### config.mk
export PLATFORM = sky130hd
export DESIGN_NAME = sdram_bus_bridge
export DESIGN_NICKNAME = d
export VERILOG_FILES = /design/src/rtl/sdram_bus_bridge.sv
export SDC_FILE = /design/constraint.sdc
export NUM_CORES = 1
export LEC_CHECK = 0
export ABC_AREA = 1
export CAP_MARGIN = 30
export CORE_MARGIN = 4
export CORE_UTILIZATION = 40
export DETAILED_ROUTE_END_ITERATION = 10
export GPL_ROUTABILITY_DRIVEN = 0
export MAX_ROUTING_LAYER = met4
export PLACE_DENSITY = 0.75
export SYNTH_ARGS = -nofsm -noshare
export SYNTH_HDL_FRONTEND = slang
export SYNTH_SLANG_ARGS = --single-unit
### constraint.sdc
create_clock -name clk_50 -period 1.9 [get_ports clk_50]
set_input_delay 0.19 -clock clk_50 [delete_from_list [all_inputs] [get_ports clk_50]]
set_output_delay 0.19 -clock clk_50 [all_outputs]
set_load 0.05 [all_outputs]
### src/rtl/sdram_bus_bridge.sv
// Bridges the 8-bit CPU bus onto a wider acknowledged memory agent port, one access per CPU cycle.
// cpu_clk is treated as a sampled level. Accesses that are never acknowledged are aborted by a timeout.
module sdram_bus_bridge #(
  parameter  int unsigned ADDR_W    = 24,
  parameter  int unsigned MEM_DW    = 16,
  parameter  int unsigned TIMEOUT   = 255,
  localparam int unsigned LANE_BITS = $clog2(MEM_DW / 8)
) (
  input  logic                        clk_50,
  input  logic                        rst,
  input  logic                        cpu_clk,
  input  logic [ADDR_W-1:0]           addr,
  input  logic                        sdram_cs,
  input  logic                        rwb,
  input  logic [7:0]                  data_in,
  output logic [7:0]                  data_out,
  output logic                        rdy,
  output logic                        err,
  output logic [ADDR_W-LANE_BITS-1:0] mem_address,
  output logic [MEM_DW/8-1:0]         mem_byte_enable,
  output logic                        mem_read,
  output logic                        mem_write,
  output logic [MEM_DW-1:0]           mem_write_data,
  input  logic                        mem_ack,
  input  logic [MEM_DW-1:0]           mem_read_data
);

  localparam int unsigned NUM_LANES = MEM_DW / 8;
  localparam int unsigned LANE_W    = (LANE_BITS == 0) ? 1 : LANE_BITS;
  localparam int unsigned CNT_W     = (TIMEOUT < 2) ? 1 : $clog2(TIMEOUT + 1);
  localparam logic [CNT_W-1:0] CNT_LAST = (TIMEOUT == 0) ? '0 : CNT_W'(TIMEOUT - 1);

  localparam logic [1:0] StIdle = 2'd0;
  localparam logic [1:0] StReq  = 2'd1;
  localparam logic [1:0] StDone = 2'd2;

  logic [1:0]                  r_state;
  logic                        r_cpu_clk_q;
  logic                        r_rwb;
  logic [LANE_W-1:0]           r_lane;
  logic [CNT_W-1:0]            r_cnt;
  logic [7:0]                  r_data_out;
  logic                        r_err;
  logic                        r_mem_read;
  logic                        r_mem_write;
  logic [ADDR_W-LANE_BITS-1:0] r_mem_address;
  logic [NUM_LANES-1:0]        r_mem_byte_enable;
  logic [MEM_DW-1:0]           r_mem_write_data;

  logic                        w_rise;
  logic                        w_timeout;
  logic [LANE_W-1:0]           w_lane;
  logic [ADDR_W-LANE_BITS-1:0] w_word;
  logic [MEM_DW-1:0]           w_shifted;
  logic [7:0]                  w_rd_byte;

  // A byte-wide memory has no lane bits; the whole CPU address is the word address.
  if (LANE_BITS == 0) begin : g_narrow
    assign w_lane = '0;
    assign w_word = addr;
  end else begin : g_wide
    assign w_lane = addr[LANE_BITS-1:0];
    assign w_word = addr[ADDR_W-1:LANE_BITS];
  end

  assign w_rise    = cpu_clk & ~r_cpu_clk_q;
  assign w_timeout = (TIMEOUT != 0) && (r_cnt == CNT_LAST);
  assign w_shifted = mem_read_data >> {r_lane, 3'b000};
  assign w_rd_byte = w_shifted[7:0];

  always_ff @(posedge clk_50) begin
    if (rst) begin
      r_state           <= StIdle;
      r_cpu_clk_q       <= 1'b1;
      r_rwb             <= 1'b1;
      r_lane            <= '0;
      r_cnt             <= '0;
      r_data_out        <= 8'h00;
      r_err             <= 1'b0;
      r_mem_read        <= 1'b0;
      r_mem_write       <= 1'b0;
      r_mem_address     <= '0;
      r_mem_byte_enable <= '0;
      r_mem_write_data  <= '0;
    end else begin
      r_cpu_clk_q <= cpu_clk;
      r_err       <= 1'b0;
      case (r_state)
        StIdle: begin
          if (w_rise && sdram_cs) begin
            r_state           <= StReq;
            r_rwb             <= rwb;
            r_lane            <= w_lane;
            r_cnt             <= '0;
            r_mem_read        <= rwb;
            r_mem_write       <= ~rwb;
            r_mem_address     <= w_word;
            r_mem_byte_enable <= NUM_LANES'(1) << w_lane;
            r_mem_write_data  <= {NUM_LANES{data_in}};
          end
        end
        StReq: begin
          // Ack takes priority over a timeout landing on the same cycle.
          if (mem_ack) begin
            r_state     <= StDone;
            r_mem_read  <= 1'b0;
            r_mem_write <= 1'b0;
            if (r_rwb) r_data_out <= w_rd_byte;
          end else if (w_timeout) begin
            r_state     <= StDone;
            r_mem_read  <= 1'b0;
            r_mem_write <= 1'b0;
            r_err       <= 1'b1;
            if (r_rwb) r_data_out <= 8'hFF;
          end else begin
            r_cnt <= r_cnt + 1'b1;
          end
        end
        StDone: begin
          if (!cpu_clk) r_state <= StIdle;
        end
        default: r_state <= StIdle;
      endcase
    end
  end

  assign rdy             = (r_state != StReq);
  assign data_out        = r_data_out;
  assign err             = r_err;
  assign mem_read        = r_mem_read;
  assign mem_write       = r_mem_write;
  assign mem_address     = r_mem_address;
  assign mem_byte_enable = r_mem_byte_enable;
  assign mem_write_data  = r_mem_write_data;

endmodule
==> results of run 1 <==
area by class of cell:
| class | count | area, µm² |
|---|---|---|
| fill | 563 | 2620 |
| multi-input combinational | 238 | 1140 |
| sequential | 56 | 1120 |
| timing repair buffer | 111 | 1110 |
| inverter | 34 | 136 |
| tap | 77 | 96.3 |
| clock buffer | 6 | 82.6 |
| clock inverter | 2 | 38.8 |
state kept, by name, summed over array words and instances, names as in the netlist:
| register | cells |
|---|---|
| data_out | 8 |
| mem_read | 1 |
| mem_write_data | 8 |
| r_rwb | 1 |
| r_state | 2 |
| r_cnt | 8 |
| mem_address | 23 |
| r_cpu_clk_q | 1 |
| err | 1 |
| mem_byte_enable | 2 |
| mem_write | 1 |
final timing paths:
kind,startpoint,to,depth (start not counted)
worst max-delay path,mem_write_data[13],mem_write_data[5],1
worst min-delay path,r_cnt[5],r_cnt[5],2
worst max register to register,r_cnt[0],data_out[7],10
worst min register to register,r_cnt[5],r_cnt[5],2
routing by layer:
layer | vias to the layer above | wire length (µm)
li1 | 1282 | -
met3 | 12 | 379
met4 | 0 | 143
met5 | - | 0
met2 | 65 | 3230
met1 | 1094 | 2890
where the power goes:
part	leakage (nW)	internal [mW]	switching [mW]
Combinational	0.931	0.201	0.245
Clock	0.0614	0.431	0.384
Sequential	0.454	1.21	0.0224
cells in the mapped netlist, drive strengths merged, types with 2 or more instances:
master / n / share of area, %
ha: 2 / 0.96
clkbuf: 5 / 0.77
inv: 32 / 4.9
nor2: 87 / 13
nand2: 74 / 13
dfxtp: 56 / 43
a21oi: 17 / 3.5
o21ai: 33 / 6.3
nand4: 10 / 2.4
nor3: 2 / 0.38
nand3: 7 / 2.3
clkinv: 2 / 0.34
buf: 21 / 7.1
cell families after synthesis:
logic type,after synthesis,synth area share (%)
and+or+nand+nor,183,31.8
DFF,56,43.0
adders and majority gates,2,0.959
buffers and inverters,60,13.1
AOI/OAI and AO/OA,53,11.1
cells in the final DEF, fill, tap and decap left out, types with 2 or more instances in the layout:
cell type / synthesis / routed
clkdlybuf4s50_1: 0 / 105
nand4_1: 10 / 10
nand3_4: 2 / 2
a21oi_2: 2 / 2
nand3_1: 5 / 5
nor2_2: 2 / 2
nand2_1: 65 / 65
a21oi_1: 15 / 15
o21ai_0: 32 / 32
buf_4: 12 / 5
nand2_2: 3 / 3
inv_2: 3 / 3
dfxtp_1: 56 / 56
nor3_1: 2 / 2
nor2_1: 83 / 83
nand2_4: 6 / 6
nor2_4: 2 / 2
inv_1: 28 / 28
ha_1: 2 / 2
clkbuf_8: 0 / 6
per-stage QoR:
step	std cells	hold WS, ns	instance area, µm²
final	524	0.480	3730
after floorplan	354	0.294	2610
after detailed placement	516	0.461	3610
after global routing	524	0.494	3730
after global placement	516	0.452	3610
after CTS	524	0.476	3730
worst min-delay path: cells and delay by family, from the launching register on:
| family | cells | cell delay [ns] |
|---|---|---|
| AO/OA/AOI/OAI | 1 | 0.05 |
| buffers and inverters | 1 | 0.05 |
| flip-flops | 1 | 0.34 |
==> flow_summary.json, run 1 <==
{
  "final-setup-viol-count": 0,
  "grt_first_pass_wirelength_mm": 10.1,
  "min_path_type": "register to register",
  "htree_levels": 2,
  "ant_nets": 0,
  "leakage_nw": 1.45,
  "fin_crit_sh_pct": 89.5,
  "hold_violations": 0,
  "maxCapViolations": 0,
  "vias": 2453,
  "synthDistinctLibCells": 34,
  "r2r_setup_slack_ns": 0.37,
  "finalClockSkew_ns": 0.00959,
  "synth_flop_cell": "dfxtp_1",
  "maxSlewHeadroom_pct": 63.3,
  "crit_fanout": 3,
  "initial_core_util_pct": 41.1,
  "synthArstFlopShare_pct": 0,
  "drive_gt1_share_pct": 8.72,
  "clock-sinks": 56,
  "p_total_mw": 2.49,
  "critical-path-top-delay-family": "buffers and inverters",
  "met2_usage_pct": 27.6,
  "rsz0062_at_grt": "no",
  "syn_area_um2": 2610,
  "cts_buffers": 5,
  "first_global_vias": 2210,
  "totalWireLength_mm": 6.65,
  "clock_latency_ns": 0.31,
  "path_class": "register to output pin",
  "hold_buffers": 0,
  "cts_setup_buffers": 0,
  "ctsResizeCount": 0,
  "use_met3_pct": 3.26,
  "cts_buffer_depth": 2,
  "dieHeight_um": 88.8,
  "synthToLayoutAreaGrowth_pct": 42.9,
  "status": "complete, no violations",
  "viasPerCell": 4.68,
  "die_w_um": 88.8,
  "cts_root_buf": "clkbuf_8",
  "critical_path_arrival_ns": 1.51,
  "critPathMaxStageDelay_ns": 0.82,
  "min_period_ns": 1.70,
  "path_cells": "clkdlybuf4s50_1",
  "cts.clk_slew.worst_paths_ns": 0.10,
  "drtPass1Iterations": 4,
  "track_usage_pct": 16.7,
  "dieArea_um2": 7880,
  "io_buffers": 106,
  "rows": 29,
  "fin_util_pct": 58.7,
  "gr-usage-met1_pct": 19.9,
  "vdd_ir_drop_max_mv": 0.397,
  "totalNegativeSetupSlack_ns": 0,
  "antenna_cells": 0,
  "synthCells": 354,
  "pin_count": 107,
  "power_density_nw_per_um2": 668,
  "syn_nets": 410,
  "syn_avg_cell_area_um2": 7.37,
  "cts_tree": "yes",
  "post-dp-hpwl_mm": 4.91,
  "ys_warn_count": 0,
  "grt_max_degree": 35,
  "slew_viol_final": 0,
  "place_ws_ns": 0.111,
  "finalNetCount": 502,
  "worst_slew_pin_slew_ns": 0.549,
  "ys_seq_area_share_pct": 43.0,
  "antenna_found_initial": 0,
  "overflow": 0,
  "worst_slack_ns": 0.200,
  "drc": 0,
  "cp-start-kind": "register",
  "top_usage_layer": "met2",
  "critPathBufInv": 1,
  "max_freq_mhz": 588,
  "coreArea_um2": 6350,
  "cp.required_ns": 1.71,
  "synth_seq_cells": 56,
  "routedWlPerCell_um": 12.7,
  "critPathSlowestCell": "clkdlybuf4s50_1",
  "drt_iter0_drc": 94,
  "endpoint_kind": "output pin",
  "synth_edf_count": 0
}
(Power assumes the default switching activity.)
==> run 2, diff against run 1 <==
Settings changed: HOLD_SLACK_MARGIN set to 0.08.
==> results of run 2 <==
No change in the layout: final DEF, timing and power equal those of run 1.
==> run 3, diff against run 2 <==
Settings changed: CAP_MARGIN 30 to not set, CORE_UTILIZATION 40 to 43, PLACE_DENSITY 0.75 to 0.8.
==> flow_summary.json, run 3 (same netlist as run 1, synthesis figures left out) <==
{
  "status": "complete, no violations",
  "path_class": "register to output pin",
  "multi_input_area_um2": 1140,
  "hold_slack_ns": 0.461,
  "pin_count": 107,
  "cp-start-kind": "register",
  "final_common_cell": "clkdlybuf4s50_1",
  "met2_usage_pct": 30.7,
  "p_total_mw": 2.33,
  "gr-usage-met1_pct": 21.3,
  "antenna_cells": 0,
  "min_period_ns": 1.71,
  "p_comb_share_pct": 19.3,
  "routedWlPerCell_um": 12.4,
  "cts_root_buf": "clkbuf_8",
  "path_cells": "clkdlybuf4s50_1",
  "dieArea_um2": 7380,
  "first_global_vias": 2367,
  "worst_slew_pin_slew_ns": 0.543,
  "p_int_mw": 1.67,
  "rows": 28,
  "coreArea_um2": 5920,
  "drc": 0,
  "cts.clk_slew.worst_paths_ns": 0.10,
  "cts_tree": "yes",
  "min_path_type": "register to register",
  "use_met3_pct": 3.17,
  "top_usage_layer": "met2",
  "drt_iter0_drc": 100,
  "slew_viol_final": 0,
  "die_w_um": 85.9,
  "critical_path_arrival_ns": 1.52,
  "totalWireLength_mm": 6.47,
  "ant_nets": 0,
  "critical-path-top-delay-family": "buffers and inverters",
  "drive_gt1_share_pct": 8.71,
  "final-setup-viol-count": 0,
  "viasPerCell": 4.69,
  "seqPwrFrac_pct": 52.8,
  "fin_util_pct": 62.7,
  "fill_cells": 552,
  "vias": 2453,
  "overflow": 0,
  "post-dp-hpwl_mm": 4.84,
  "cts_buffer_depth": 2,
  "power_density_nw_per_um2": 626,
  "critPathBufInv": 1,
  "ctsResizeCount": 0,
  "endpoint_kind": "output pin",
  "dieHeight_um": 85.9,
  "leakage_nw": 1.43,
  "crit_fanout": 3,
  "maxSlewHeadroom_pct": 63.7,
  "vdd_ir_drop_max_mv": 0.395,
  "track_usage_pct": 18.1,
  "switching_share_pct": 28.1,
  "cts_setup_buffers": 0,
  "fin_crit_sh_pct": 89.8,
  "htree_levels": 2,
  "critPathSlowestCell": "clkdlybuf4s50_1",
  "max_freq_mhz": 586,
  "cp.required_ns": 1.71,
  "finalClockSkew_ns": 0.0130,
  "final_cell_mix": "clkdlybuf4s50_1 (105), nor2_1 (83), nand2_1 (65), dfxtp_1 (56), o21ai_0 (32)",
  "clock_latency_ns": 0.31,
  "synthToLayoutAreaGrowth_pct": 42.4,
  "rsz0062_at_grt": "no",
  "drtPass1Iterations": 4,
  "grt_max_degree": 34,
  "maxCapViolations": 0,
  "final-seq-area_um2": 1120,
  "cts_buffers": 5,
  "io_buffers": 106,
  "antenna_found_initial": 0,
  "clock-sinks": 56,
  "hold_violations": 0,
  "grt_first_pass_wirelength_mm": 10.5,
  "hold_buffers": 0,
  "power_switching_uw": 654,
  "finalNetCount": 503,
  "totalNegativeSetupSlack_ns": 0,
  "critPathMaxStageDelay_ns": 0.82,
  "initial_core_util_pct": 44.1,
  "clkPwrFrac_pct": 28.0,
  "largest_reg_flops": 23
}
-- run 3: power by group through the flow --
stage                     registers [mW]  clock network (mW)  logic [mW]
after global routing                1.23               0.715       0.482
after detailed placement            1.26                   0       0.449
after global placement              1.25                   0       0.444
final                               1.23               0.651       0.448
after CTS                           1.23               0.663       0.451
after floorplan                     1.35                   0       0.167
-- run 3: path summary, 6_finish.rpt --
check             cells after the start  slack, ns          startpoint                 to
setup / recovery                      1       0.19  mem_write_data[14]  mem_write_data[6]
hold / removal                        2       0.46           mem_write          mem_write
setup reg to reg                     10       0.41            r_cnt[0]        data_out[2]
hold reg to reg                       2       0.46           mem_write          mem_write
-- run 3: worst min-delay path, cell delays in order, from the launching register on --
cell and delay [ns]:
dfxtp_1 0.32, nand2_1 0.06, a21oi_1 0.05
-- run 3: final cells by class --
| class | instances | share of cell area [%] |
|---|---|---|
| inverter | 34 | 3.67 |
| timing repair buffer | 112 | 30.4 |
| multi-input combinational | 238 | 30.8 |
| clock buffer | 6 | 1.95 |
| tap | 75 | 2.53 |
| sequential | 56 | 30.2 |
| clock inverter | 2 | 0.438 |
-- run 3: per-layer routing --
metal / wire length, µm / vias to the layer above
li1: - / 1280
met1: 2740 / 1089
met2: 3220 / 71
met3: 357 / 13
met4: 155 / 0
met5: 0 / -
-- run 3: stage by stage --
| step | setup WS, ns | area (µm²) | instances |
|---|---|---|---|
| after floorplan | 0.567 | 2610 | 354 |
| after global placement | 0.223 | 3620 | 515 |
| after detailed placement | 0.164 | 3620 | 515 |
| after CTS | 0.183 | 3710 | 523 |
| after global routing | 0.152 | 3710 | 523 |
| final | 0.194 | 3710 | 523 |
